## src/rtl/sync_tx_arbiter.sv

```systemverilog
// Source-domain round-robin arbiter feeding a 4-bit enable-qualified clock crossing.
// Each accepted word is held with data_en high for HOLD_CYC cycles, then held with data_en low for GAP_CYC cycles.
module sync_tx_arbiter #(
    parameter int NREQ     = 3,
    parameter int HOLD_CYC = 4,
    parameter int GAP_CYC  = 4
) (
    input  logic                clk_a,
    input  logic                arstn,
    input  logic [NREQ-1:0]     req_valid,
    input  logic [4*NREQ-1:0]   req_data,
    output logic [NREQ-1:0]     req_ready,
    output logic [3:0]          data_in,
    output logic                data_en,
    output logic [1:0]          grant_id,
    output logic                busy
);

    localparam logic [7:0] HOLD_LOAD = 8'(HOLD_CYC - 1);
    localparam logic [7:0] GAP_LOAD  = 8'(GAP_CYC - 1);
    localparam logic [1:0] LAST_RST  = 2'(NREQ - 1);

    typedef enum logic [1:0] {
        IDLE = 2'd0,
        HOLD = 2'd1,
        GAP  = 2'd2
    } state_t;

    state_t     state;
    state_t     state_nxt;
    logic [7:0] cnt;
    logic [7:0] cnt_nxt;
    logic [1:0] last;

    logic       win_vld;
    logic [1:0] win_id;
    logic [3:0] win_word;
    logic       accept;
    int         idx;

    // Rotating search starting just after the previous winner.
    always_comb begin
        win_vld  = 1'b0;
        win_id   = 2'd0;
        win_word = 4'd0;
        idx      = 0;
        for (int k = 1; k <= NREQ; k++) begin
            idx = (int'(last) + k) % NREQ;
            if (!win_vld && req_valid[idx]) begin
                win_vld  = 1'b1;
                win_id   = 2'(idx);
                win_word = req_data[4*idx +: 4];
            end
        end
    end

    assign accept = (state == IDLE) && win_vld;

    // State register
    always_ff @(posedge clk_a or negedge arstn) begin
        if (!arstn) begin
            state <= IDLE;
            cnt   <= 8'd0;
        end else begin
            state <= state_nxt;
            cnt   <= cnt_nxt;
        end
    end

    // Next-state logic
    always_comb begin
        state_nxt = state;
        cnt_nxt   = cnt;
        case (state)
            IDLE: begin
                if (win_vld) begin
                    state_nxt = HOLD;
                    cnt_nxt   = HOLD_LOAD;
                end
            end
            HOLD: begin
                if (cnt != 8'd0) begin
                    cnt_nxt = cnt - 8'd1;
                end else begin
                    state_nxt = GAP;
                    cnt_nxt   = GAP_LOAD;
                end
            end
            GAP: begin
                if (cnt != 8'd0) begin
                    cnt_nxt = cnt - 8'd1;
                end else begin
                    state_nxt = IDLE;
                end
            end
            default: begin
                state_nxt = IDLE;
                cnt_nxt   = 8'd0;
            end
        endcase
    end

    // Output logic: combinational accept strobe
    always_comb begin
        req_ready = '0;
        for (int i = 0; i < NREQ; i++) begin
            req_ready[i] = accept && (int'(win_id) == i);
        end
    end

    // Registered crossing outputs; data_in only moves on an accept so it stays stable through the gap.
    always_ff @(posedge clk_a or negedge arstn) begin
        if (!arstn) begin
            data_in  <= 4'd0;
            data_en  <= 1'b0;
            grant_id <= 2'd0;
            busy     <= 1'b0;
            last     <= LAST_RST;
        end else begin
            data_en <= (state_nxt == HOLD);
            busy    <= (state_nxt != IDLE);
            if (accept) begin
                data_in  <= win_word;
                grant_id <= win_id;
                last     <= win_id;
            end
        end
    end

endmodule

```

## config.mk

```make
export PLATFORM = sky130hd
export DESIGN_NAME = sync_tx_arbiter
export DESIGN_NICKNAME = d
export VERILOG_FILES = /design/src/rtl/sync_tx_arbiter.sv
export SDC_FILE = /design/constraint.sdc
export NUM_CORES = 1
export LEC_CHECK = 0
export ABC_AREA = 1
export CORE_UTILIZATION = 49
export CTS_CLUSTER_SIZE = 20
export DETAILED_ROUTE_END_ITERATION = 12
export PLACE_DENSITY = 0.77
export SLEW_MARGIN = 25
export SYNTH_ARGS = -nofsm -noshare
export SYNTH_HDL_FRONTEND = slang
export SYNTH_SLANG_ARGS = --single-unit
```

## constraint.sdc

```tcl
create_clock -name clk_a -period 2.4 [get_ports clk_a]
set_input_delay 0.6 -clock clk_a [delete_from_list [all_inputs] [get_ports clk_a]]
set_output_delay 0.6 -clock clk_a [all_outputs]
set_load 0.1 [all_outputs]
```

==> impl_summary.log <==
INFO  metric status = finished, violations left
INFO  metric violations = setup timing
INFO  metric area_delta_synth_final = 36.0%
INFO  metric placedCellCount = between 300 and 400
INFO  metric worst_path_dominant_cell_family = flip-flops
INFO  metric synthCells = slightly above 300
INFO  metric setup_violations = 3
INFO  metric iteration_0_drc_markers = around 130
INFO  metric syn-cell-area = around 1800 sq um
INFO  metric diode_count = 0
INFO  metric synthesis.yosys.warnings = 0
INFO  metric cts_buffers = 3
INFO  metric critPathSlowestCell = dfstp_2
INFO  metric avgRoutedWirePerCell = approximately 11 um
INFO  metric min_path_type = reg -> reg
INFO  metric layout_setup_ws = -0.362 ns
INFO  metric h_tree_level_count = 1
INFO  metric drc = 0
INFO  metric ys_seq_area_share = 26.3%
INFO  metric critical_path.n_buffers_inverters = 4
INFO  metric portbufs = 27
INFO  metric cp-endpoint = req_ready[2]
INFO  metric core_area = between 3000 and 4000 sq um
INFO  metric place.detailed.hpwl = roughly 3500 um
INFO  metric timing.max_cap.violations = 0
INFO  metric fp-row-count = 21
INFO  metric ys_ff_latch = 19
INFO  metric final_hold_viol_count = 0
INFO  metric antenna_violations_before_repair = 0
INFO  metric vias_in_the_first_global_route = ~1900
INFO  metric worst_skew_pair.late_latency = 0.26 ns
INFO  metric num-nets-final = 384
INFO  metric worstPathCellList = inv_2 > ha_4 > nand2_2 > inv_2 > nand2_4 > nand2_4 > nor2_4 > a21boi_2 > nand2_2 > nand2_2 > clkinvlp_4 > buf_12
INFO  metric crit_path_max_fanout = 6
INFO  metric final_design_area_no_fill = around 2500 sq um
INFO  metric io_pins = 28
INFO  metric max-vdd-ir-drop = ~1300 uV
INFO  metric cts.sinks = 19
INFO  metric layout-drive-gt1-share = roughly 22%
INFO  metric timing_worst_slew_pin_value = a little over 0.6 ns
INFO  metric fin_worst_hold_slack = about 0.49 ns
INFO  metric design.die.area = just under 4000 sq um
INFO  metric worst_setup_path_end_kind = output pin
INFO  metric most_frequent_cell_on_the_critical_path = nand2_2
INFO  metric cts_tree = yes
INFO  metric syn-num-nets = ~330
INFO  metric slew_viol_final = 0
INFO  metric grt_setup_unrepaired = yes
INFO  metric finalWeightedCongestion = 0.886
INFO  metric worstRegToRegCells = 12
INFO  metric totalNegativeSetupSlack = -1.06 ns
INFO  metric fp.dieW = between 60 and 70 um
INFO  metric clk_root_buffer_cell = clkbuf_8
INFO  metric cts-root-to-sink-buffers = 2
INFO  metric cts_hold_buf = 0
INFO  metric grt_first_pass_wirelength = 7870 um
INFO  metric final_antenna_net_count = 0
INFO  metric final-instance-count-excl-fill = roughly 400
INFO  metric dpl_worst_slack = -0.378 ns
INFO  metric timing.slew.headroom = approximately three fifths
INFO  metric r2r_start = last[1]
INFO  metric setup.worst_path.class = reg -> out
INFO  metric die_y = about 63 um
INFO  metric worstSetupStartpointType = flip-flop
INFO  metric detail_route.vias_per_cell = 5.03
INFO  metric layout.core_utilization = 71.6%
INFO  metric cp_num_cells = 12
INFO  metric post-layout-total-power = between 3 and 4 mW
INFO  metric power_density = about 1500 nW/um^2
INFO  metric worst-r2r-setup-slack = between 0.2 and 0.3 ns
INFO  metric crit_share_post_route = 115%
INFO  metric detailroute.via_count = around 2000
INFO  metric drt_first_pass_iters = 4
INFO  metric timing.critical_path.slowest_cell_delay = ~0.57 ns
INFO  metric crit_start = last[1]
INFO  metric timing.critical_path.required = about 1.8 ns
INFO  metric num-fill-cells = 300
INFO  metric cp_data_arrival_time = 2.16 ns
INFO  metric clkSlewWorstSetupHoldPaths = ~0.070 ns
INFO  metric initial_utilization = ~53%
INFO  metric netlist_cell_types = 25
INFO  metric fmaxAchievable = about 360 MHz
INFO  metric placement.cell_area = approximately 2300 sq um
INFO  metric regToRegEndpoint = data_in[2]
INFO  metric final_period_minus_worst_setup_slack = ~2.8 ns
INFO  metric grt_start_max_net_pins = 14
INFO  metric power.leakage = roughly 1.3 nW
INFO  metric all_layer_global_routing_usage = roughly 24%
INFO  metric globalRoute.totalOverflow = 0
INFO  metric syn_area_per_cell = between 5 and 6 sq um
INFO  metric detail_route.wirelength = approximately 4500 um
INFO  metric clock-skew-final = ~0.0035 ns
-- layout make-up --
class / count / area [sq um] / area share, %
tap: 46 / 57.6 / 2.34
clock buffer: 3 / 41.3 / 1.68
timing repair buffer: 59 / 520 / 21.1
multi-input combinational: 234 / 1200 / 48.7
inverter: 41 / 164 / 6.65
sequential: 19 / 477 / 19.3
clock inverter: 1 / 5.00 / 0.203
-- cell usage in the layout (no fill, tap or decap), types with 2 or more instances in the layout --
cell             synthesis  final
nand2_1                116    112
nand3_1                 43     41
buf_4                    1     40
inv_1                   37     32
nor2_1                  21     19
dfrtp_1                 18     18
clkdlybuf4s50_1          0     16
o21ai_0                 14     14
nand4_1                  8      8
nand2_2                  4      7
inv_2                    4      6
ha_1                     9      6
nand3_2                  1      3
nor2_4                   1      3
o21bai_1                 3      3
o211ai_1                 3      3
a21oi_1                  4      3
clkbuf_8                 0      3
buf_12                   0      3
nand2_4                  1      2
clkinvlp_4               0      2
o21ai_1                  2      2
ha_2                     0      2
-- report_power, final --
part	leakage, nW	internal, mW	total [mW]	switching [mW]
sequential	0.235	0.450	0.537	0.0870
combinational	1.06	1.07	2.97	1.90
clock	0.0255	0.116	0.226	0.111
total	1.32	1.64	3.74	2.10
-- tightest hold or removal path, delay by kind of cell (launching register included) --
kind	cells	cell delay (ns)
flip-flops	1	0.35
AND/OR/NAND/NOR	2	0.10
-- cells in the mapped netlist --
cell type / count / area (sq um)
buf_6: 2 / 22.5
a21oi_1: 4 / 20.0
dfrtp_1: 18 / 450
nor2_2: 1 / 6.26
inv_2: 4 / 15.0
nand2_4: 1 / 11.3
a21oi_2: 1 / 8.76
nor2_4: 1 / 11.3
inv_1: 37 / 139
o21ai_0: 14 / 70.1
nand3_2: 1 / 10.0
ha_1: 9 / 113
o211ai_1: 3 / 22.5
buf_2: 5 / 25.0
nand2_2: 4 / 25.0
o21ai_1: 2 / 10.0
o21bai_1: 3 / 22.5
xor2_1: 1 / 8.76
a21boi_0: 1 / 7.51
dfstp_2: 1 / 26.3
nand4_1: 8 / 50.1
buf_4: 1 / 7.51
nor2_1: 21 / 78.8
nand2_1: 116 / 435
nand3_1: 43 / 215
-- state kept, by name (all words and copies together), names as in the netlist --
| name | cells |
|---|---|
| busy | 1 |
| cnt | 8 |
| data_in | 4 |
| last | 1 |
| data_en | 1 |
| state | 2 |
| grant_id | 2 |
-- per-layer routing --
layer | wire [um] | up-vias | global-route usage [%]
met4 | 19 | 0 | 4.65
met2 | 2060 | 41 | 41.0
met5 | 0 | - | 0
met1 | 2260 | 910 | 33.4
li1 | - | 1072 | -
met3 | 179 | 4 | 3.47
-- timing repair --
action | 4_1_cts | 5_1_grt
pin swaps | 10 | 1
buffers inserted | 6 | 1
endpoints found under the setup margin | 3 | 3
resized for setup | 9 | 1
-- worst min-delay path by stage --
stage,end,depth (start not counted),slack (ns),from
final,data_in[1],2,0.49,data_in[1]
after CTS,data_in[1],2,0.49,data_in[1]
after detailed placement,data_in[1],2,0.47,data_in[1]
after global routing,data_in[2],2,0.53,data_in[2]
after global placement,data_in[2],2,0.47,data_in[2]
after floorplan,busy,0,0.30,arstn
-- kinds of logic after synthesis --
logic type,after synthesis,synth area share [%]
xor gates and xnor gates,1,0.484
AOI/OAI and AO/OA,28,8.91
and+or+nand+nor,196,46.5
DFF,19,26.3
adders and majority gates,9,6.22
buffers and inverters,49,11.5
Note: power is estimated with default switching activity, not from simulation.
==> RTL change 1, RTL diff (config.mk and constraints unchanged) <==
Encoding of `state_t`: now one-hot (3 bits for 3 states).
--- a/src/rtl/sync_tx_arbiter.sv
+++ b/src/rtl/sync_tx_arbiter.sv
@@ -20,10 +20,10 @@
     localparam logic [7:0] GAP_LOAD  = 8'(GAP_CYC - 1);
     localparam logic [1:0] LAST_RST  = 2'(NREQ - 1);
 
-    typedef enum logic [1:0] {
-        IDLE = 2'd0,
-        HOLD = 2'd1,
-        GAP  = 2'd2
+    typedef enum logic [2:0] {
+        IDLE = 3'b001,
+        HOLD = 3'b010,
+        GAP  = 3'b100
     } state_t;
 
     state_t     state;
Behaviour: same outputs for any inputs over 4 cycles, from zero or initial values and one cycle with arstn low; so few cycles prove little.
==> RTL change 1 against the unedited design <==
  * Final cell count up 0.25%
  * Routed wire length is 3.1% higher
  * Cell area is 7.3% higher
  * Highest routed layer unchanged
  * Sequential cell count is 1 higher
  * Area after synthesis grew 3.2%
  * Setup slack got worse by 35 ps
  * The flow still finishes with violations (negative setup slack)
  * Critical path type unchanged
Power is not shown: default switching activity piles up to over one toggle a cycle in this logic, so the estimate is an artifact.
==> RTL change 1: results (changes against the unedited design) <==
[grt]
grt_pass1_wl_um = 7950  ; was 7870 um
track_usage_pct = 24.4  ; was 24.5%
grt_util_met3_pct = 3.21  ; was 3.47%
grt_util_met1_pct = 33.7  ; was 33.4%
met2_usage_pct = 41.6  ; was 41.0%
grt_max_degree = 21  ; was 14
grt_pass1_vias = 1832  ; was 1890

[yosys]
synth_compound_area_share_pct = 8.70  ; was 8.91%
syn_avg_cell_area_sq_um = 6.41  ; was 6.00 sq um
yosys-top-cells-area = dfrtp_1, nand2_1, nand3_1  ; unchanged
ys_warn_count = 0  ; unchanged
synthAdderAreaFrac_pct = 6.69  ; was 6.22%
async_reset_ff_share_pct = 100  ; unchanged
synth_nets = 319  ; was 328
yosysUniqueCellTypes = 30  ; was 25
synthMuxAreaShare_pct = 0  ; unchanged
yosys-top-cells-count = nand2_1, nand3_1, inv_1  ; unchanged
ys.flop_type = dfrtp_1  ; unchanged
yosysSeqAreaShare_pct = 26.9  ; was 26.3%
synth_xor_xnor_area_share_pct = 0.936  ; was 0.483%

[routing]
met2_wirelength_um = 2230  ; was 2060 um
drt_iter0_drc = 139  ; was 131
route.final.wire_length_um = 4660  ; was 4520 um
top_layer = met4  ; unchanged
route.met3.wl_um = 230  ; was 179 um
vias_per_cell = 4.99  ; was 5.03
first_pass_iters = 4  ; unchanged

[layout]
final_cells = 404  ; was 403
top_regs = cnt x8, data_in x4, state x3  ; was cnt x8, data_in x4
drive_gt1_share_pct = 28.9  ; was 22.1%
fillers = 289  ; was 300

[placement]
dpl_cell_area_sq_um = 2470  ; was 2340 sq um
gp_congestion = 0.870  ; was 0.886
port_buffers = 27  ; unchanged
hpwl_um = 3580  ; was 3460 um

[sta]
tns_ps = -1100  ; was -1060 ps
finClkSkew_ps = 2.40  ; was 3.50 ps
finalSetupViolCount = 3  ; unchanged
slew_headroom_pct = 69.9  ; was 58.9%
setup_ws_ps = -397  ; was -362 ps

[outcome]
violations = negative setup slack  ; unchanged
status = finished with violations  ; unchanged

[setup_path]
ff2ff_setup_slack_ps = 280
cpPeakStageDelay_ps = 590  ; was 570 ps
crit_family = flip-flops  ; unchanged
critPathArrivalTime_ps = 2200  ; was 2160 ps

[clocking]
clkLatencyLatePin_ps = 260  ; about the same
cts_resized = 10  ; was 9
cts-root-buf = clkbuf_8  ; unchanged

[RTL change 1: cell types whose count changed after synthesis, moves of 5 or more]
| cell | before | now |
|---|---|---|
| nor2_1 | 21 | 28 |
| nand4_1 | 8 | 3 |
| o21ai_2 | 0 | 5 |
| nand3_1 | 43 | 37 |
| nand2_1 | 116 | 99 |
| o21ai_0 | 14 | 8 |
[RTL change 1: stage by stage]
stage | worst slack [ps] | hold WS, ps | util, %
after floorplan | -523 | 304 | -
after global placement | -347 | 469 | 67.4
after detailed placement | -367 | 475 | 67.4
after CTS | -383 | 493 | 71.1
after global routing | -498 | 520 | 72.2
final | -397 | 489 | 72.2
[RTL change 1: cell type report]
cell class / count / area, sq um / share of cell area (%)
clock buffer: 4 / 55.1 / 2.08
inverter: 43 / 180 / 6.81
multi-input combinational: 222 / 1250 / 47.4
sequential: 20 / 503 / 19.0
tap: 48 / 60.1 / 2.27
timing repair buffer: 67 / 593 / 22.4
[RTL change 1: cell families (layout without fill, tap and decap cells)]
logic type,Yosys count,count (layout)
compound gates,26,26
xor+xnor,2,2
fa+ha+maj,10,10
buf+inv,50,114
flops,20,20
simple gates,184,184
[RTL change 1: path summary, 6_finish.rpt]
check                                       start                      to  cells after the start
max in group asynchronous                   arstn      state[0]$_DFF_PN1_                      2
setup / recovery              last[1]$_DFFE_PN1P_            req_ready[1]                     12
hold / removal             data_in[3]$_DFFE_PN0P_  data_in[3]$_DFFE_PN0P_                      2
hold reg to reg            data_in[3]$_DFFE_PN0P_  data_in[3]$_DFFE_PN0P_                      2
setup reg to reg              last[1]$_DFFE_PN1P_          busy$_DFF_PN0_                     14
min in group asynchronous                   arstn      cnt[3]$_DFFE_PN0P_                      2
==> RTL change 2, RTL diff (same flow settings) <==
Made on the original files. Change the parameter `NREQ` from 3 to 5.
--- a/src/rtl/sync_tx_arbiter.sv
+++ b/src/rtl/sync_tx_arbiter.sv
@@ -1,7 +1,7 @@
 // Source-domain round-robin arbiter feeding a 4-bit enable-qualified clock crossing.
 // Each accepted word is held with data_en high for HOLD_CYC cycles, then held with data_en low for GAP_CYC cycles.
 module sync_tx_arbiter #(
-    parameter int NREQ     = 3,
+    parameter int NREQ     = 5,
     parameter int HOLD_CYC = 4,
     parameter int GAP_CYC  = 4
 ) (
Ports: changed (resized req_data, req_ready and req_valid); port bits go from 28 to 40. The function was not compared with the original's and may differ.
==> RTL change 2 against the unedited design <==
  * The flow still finishes with violations (negative setup slack)
  * Critical path depth is 4 higher
  * Worst hold slack better by 9.5 ps
  * Routed wire length is 140% higher
  * Area after synthesis is 54% higher
  * Non-clock buffer count is 75 higher
  * Sequential cell count is 1 lower
  * Cell area is 73% higher
  * Synthesized cell count is 62% higher
  * Setup slack worse by 480 ps
  * Final cell count is 68% higher
  * Critical endpoint is now req_ready[3]
  * Largest cell class unchanged
  * Highest routed layer unchanged
Power is not shown: default switching activity piles up to over one toggle a cycle in this logic, so the estimate is an artifact.
==> RTL change 2: results (changes against the unedited design) <==
[setup_path]
cp-endpoint = req_ready[3]  ; was req_ready[2]
reg2regPathDepth = 17  ; was 12
r2r-start = last[0]$_DFFE_PN0P_  ; was last[1]$_DFFE_PN1P_
ff2ff_setup_slack_ps = -230  ; was 270 ps
critPathSlowestCell = dfrtp_4  ; was dfstp_2
crit_fanout = 7  ; was 6
critPathLaunchType = flop  ; unchanged
rr_endpoint = data_in[3]$_DFFE_PN0P_  ; was data_in[2]$_DFFE_PN0P_
crit_family = simple AND/OR/NAND/NOR gates  ; was flip-flops
critPathArrivalTime_ps = 2640  ; was 2160 ps
cpPeakStageDelay_ps = 540  ; was 570 ps

[sta]
finClkSkew_ps = 1.59  ; was 3.50 ps
finalSetupViolCount = 20  ; was 3
setup_ws_ps = -842  ; was -362 ps
worst_pin_slew_ps = 768  ; was 614 ps

[clocking]
clock_path_buffers = 2  ; unchanged
cts_setup_buffers = 10  ; was 6
cts_htree_levels = 1  ; unchanged
path_clk_slew_ps = 70  ; about the same
cts_resized = 19  ; was 9

[grt]
antenna_found_initial = 0  ; unchanged
grt_util_met1_pct = 43.3  ; was 33.4%
grt_pass1_wl_um = 16200  ; was 7870 um
grt_max_degree = 19  ; was 14
met2_usage_pct = 59.3  ; was 41.0%
track_usage_pct = 34.1  ; was 24.5%
grt_util_met3_pct = 3.29  ; was 3.47%
grt_pass1_vias = 3461  ; was 1890

[yosys]
ys.flop_type = dfrtp_1  ; unchanged
yosys-top-cells-count = nand2_1, nand3_1, o21ai_0  ; was nand2_1, nand3_1, inv_1
yosys-top-cells-area = nand2_1, dfrtp_1, nand3_1  ; was dfrtp_1, nand2_1, nand3_1
yosysSeqAreaShare_pct = 16.2  ; was 26.3%
ys_warn_count = 0  ; unchanged
synth_nets = 525  ; was 328
yosysUniqueCellTypes = 42  ; was 25

[layout]
fillers = 408  ; was 300
nets = 642  ; was 384
top_regs = cnt x8, data_in x4  ; unchanged
n_antenna_cell = 0  ; unchanged
drive_gt1_share_pct = 31.0  ; was 22.1%

[placement]
hpwl_um = 7960  ; was 3460 um
dpl_cell_area_sq_um = 3820  ; was 2340 sq um
gp_congestion = 0.964  ; was 0.886
port_buffers = 38  ; was 27

[routing]
vias_per_cell = 5.73  ; was 5.03
route.final.wire_length_um = 10900  ; was 4520 um
first_pass_iters = 5  ; was 4
drt_iter0_drc = 396  ; was 131

[outcome]
status = finished with violations  ; unchanged
violations = negative setup slack  ; unchanged

[min_path]
hold_path.startpoint = data_in[2]$_DFFE_PN0P_  ; was data_in[1]$_DFFE_PN0P_
worstHoldPathType = reg -> reg  ; unchanged

## RTL change 2: cell types whose count changed after synthesis, moves of 4 or more
cell      before  now
nor3_1         0    8
o21ai_0       14   45
nand2_1      116  148
xor2_1         1    5
clkbuf_1       0    8
nor2_1        21   41
inv_1         37   43
a21oi_1        4   38
nand3_1       43   51
## RTL change 2: layout make-up
type	instances	area (sq um)	share of cell area, %
well taps	72	90.1	2.12
clock buffers	4	55.1	1.29
inverters	51	220	5.18
flip-flops and latches	18	458	10.8
repair buffers	134	1150	27.0
multi-input cells	397	2280	53.7
## RTL change 2: worst min-delay path by stage
stage                                  end  slack [ps]  cells after the start
global route        data_in[1]$_DFFE_PN0P_         540                      2
detailed placement  data_in[2]$_DFFE_PN0P_         480                      2
CTS                 data_in[2]$_DFFE_PN0P_         490                      2
floorplan                   busy$_DFF_PN0_         300                      0
global placement    data_in[0]$_DFFE_PN0P_         470                      2
finish              data_in[2]$_DFFE_PN0P_         500                      2
## RTL change 2: layer usage
| layer | routed length (um) | vias to the layer above |
|---|---|---|
| met1 | 4510 | 1789 |
| met5 | 0 | - |
| met3 | 704 | 44 |
| met2 | 5290 | 198 |
| met4 | 359 | 0 |
| li1 | - | 1844 |
## RTL change 2: through the flow
step	setup WS [ps]	std cells	util [%]	TNS, ps	hold WS (ps)
after global routing	-962	676	77.3	-7270	540
final	-842	676	77.3	-4870	497
after floorplan	-1040	488	-	-6450	304
after CTS	-766	664	72.7	-3270	494
after global placement	-671	650	69.4	-4560	471
after detailed placement	-740	650	69.4	-5230	479
## RTL change 2: cell families after synthesis
logic type / synth area share (%)
simple gates: 44.7
other cells: 0.135
fa+ha+maj: 4.49
compound gates: 20.9
xor+xnor: 1.89
flops: 16.2
buf+inv: 11.7
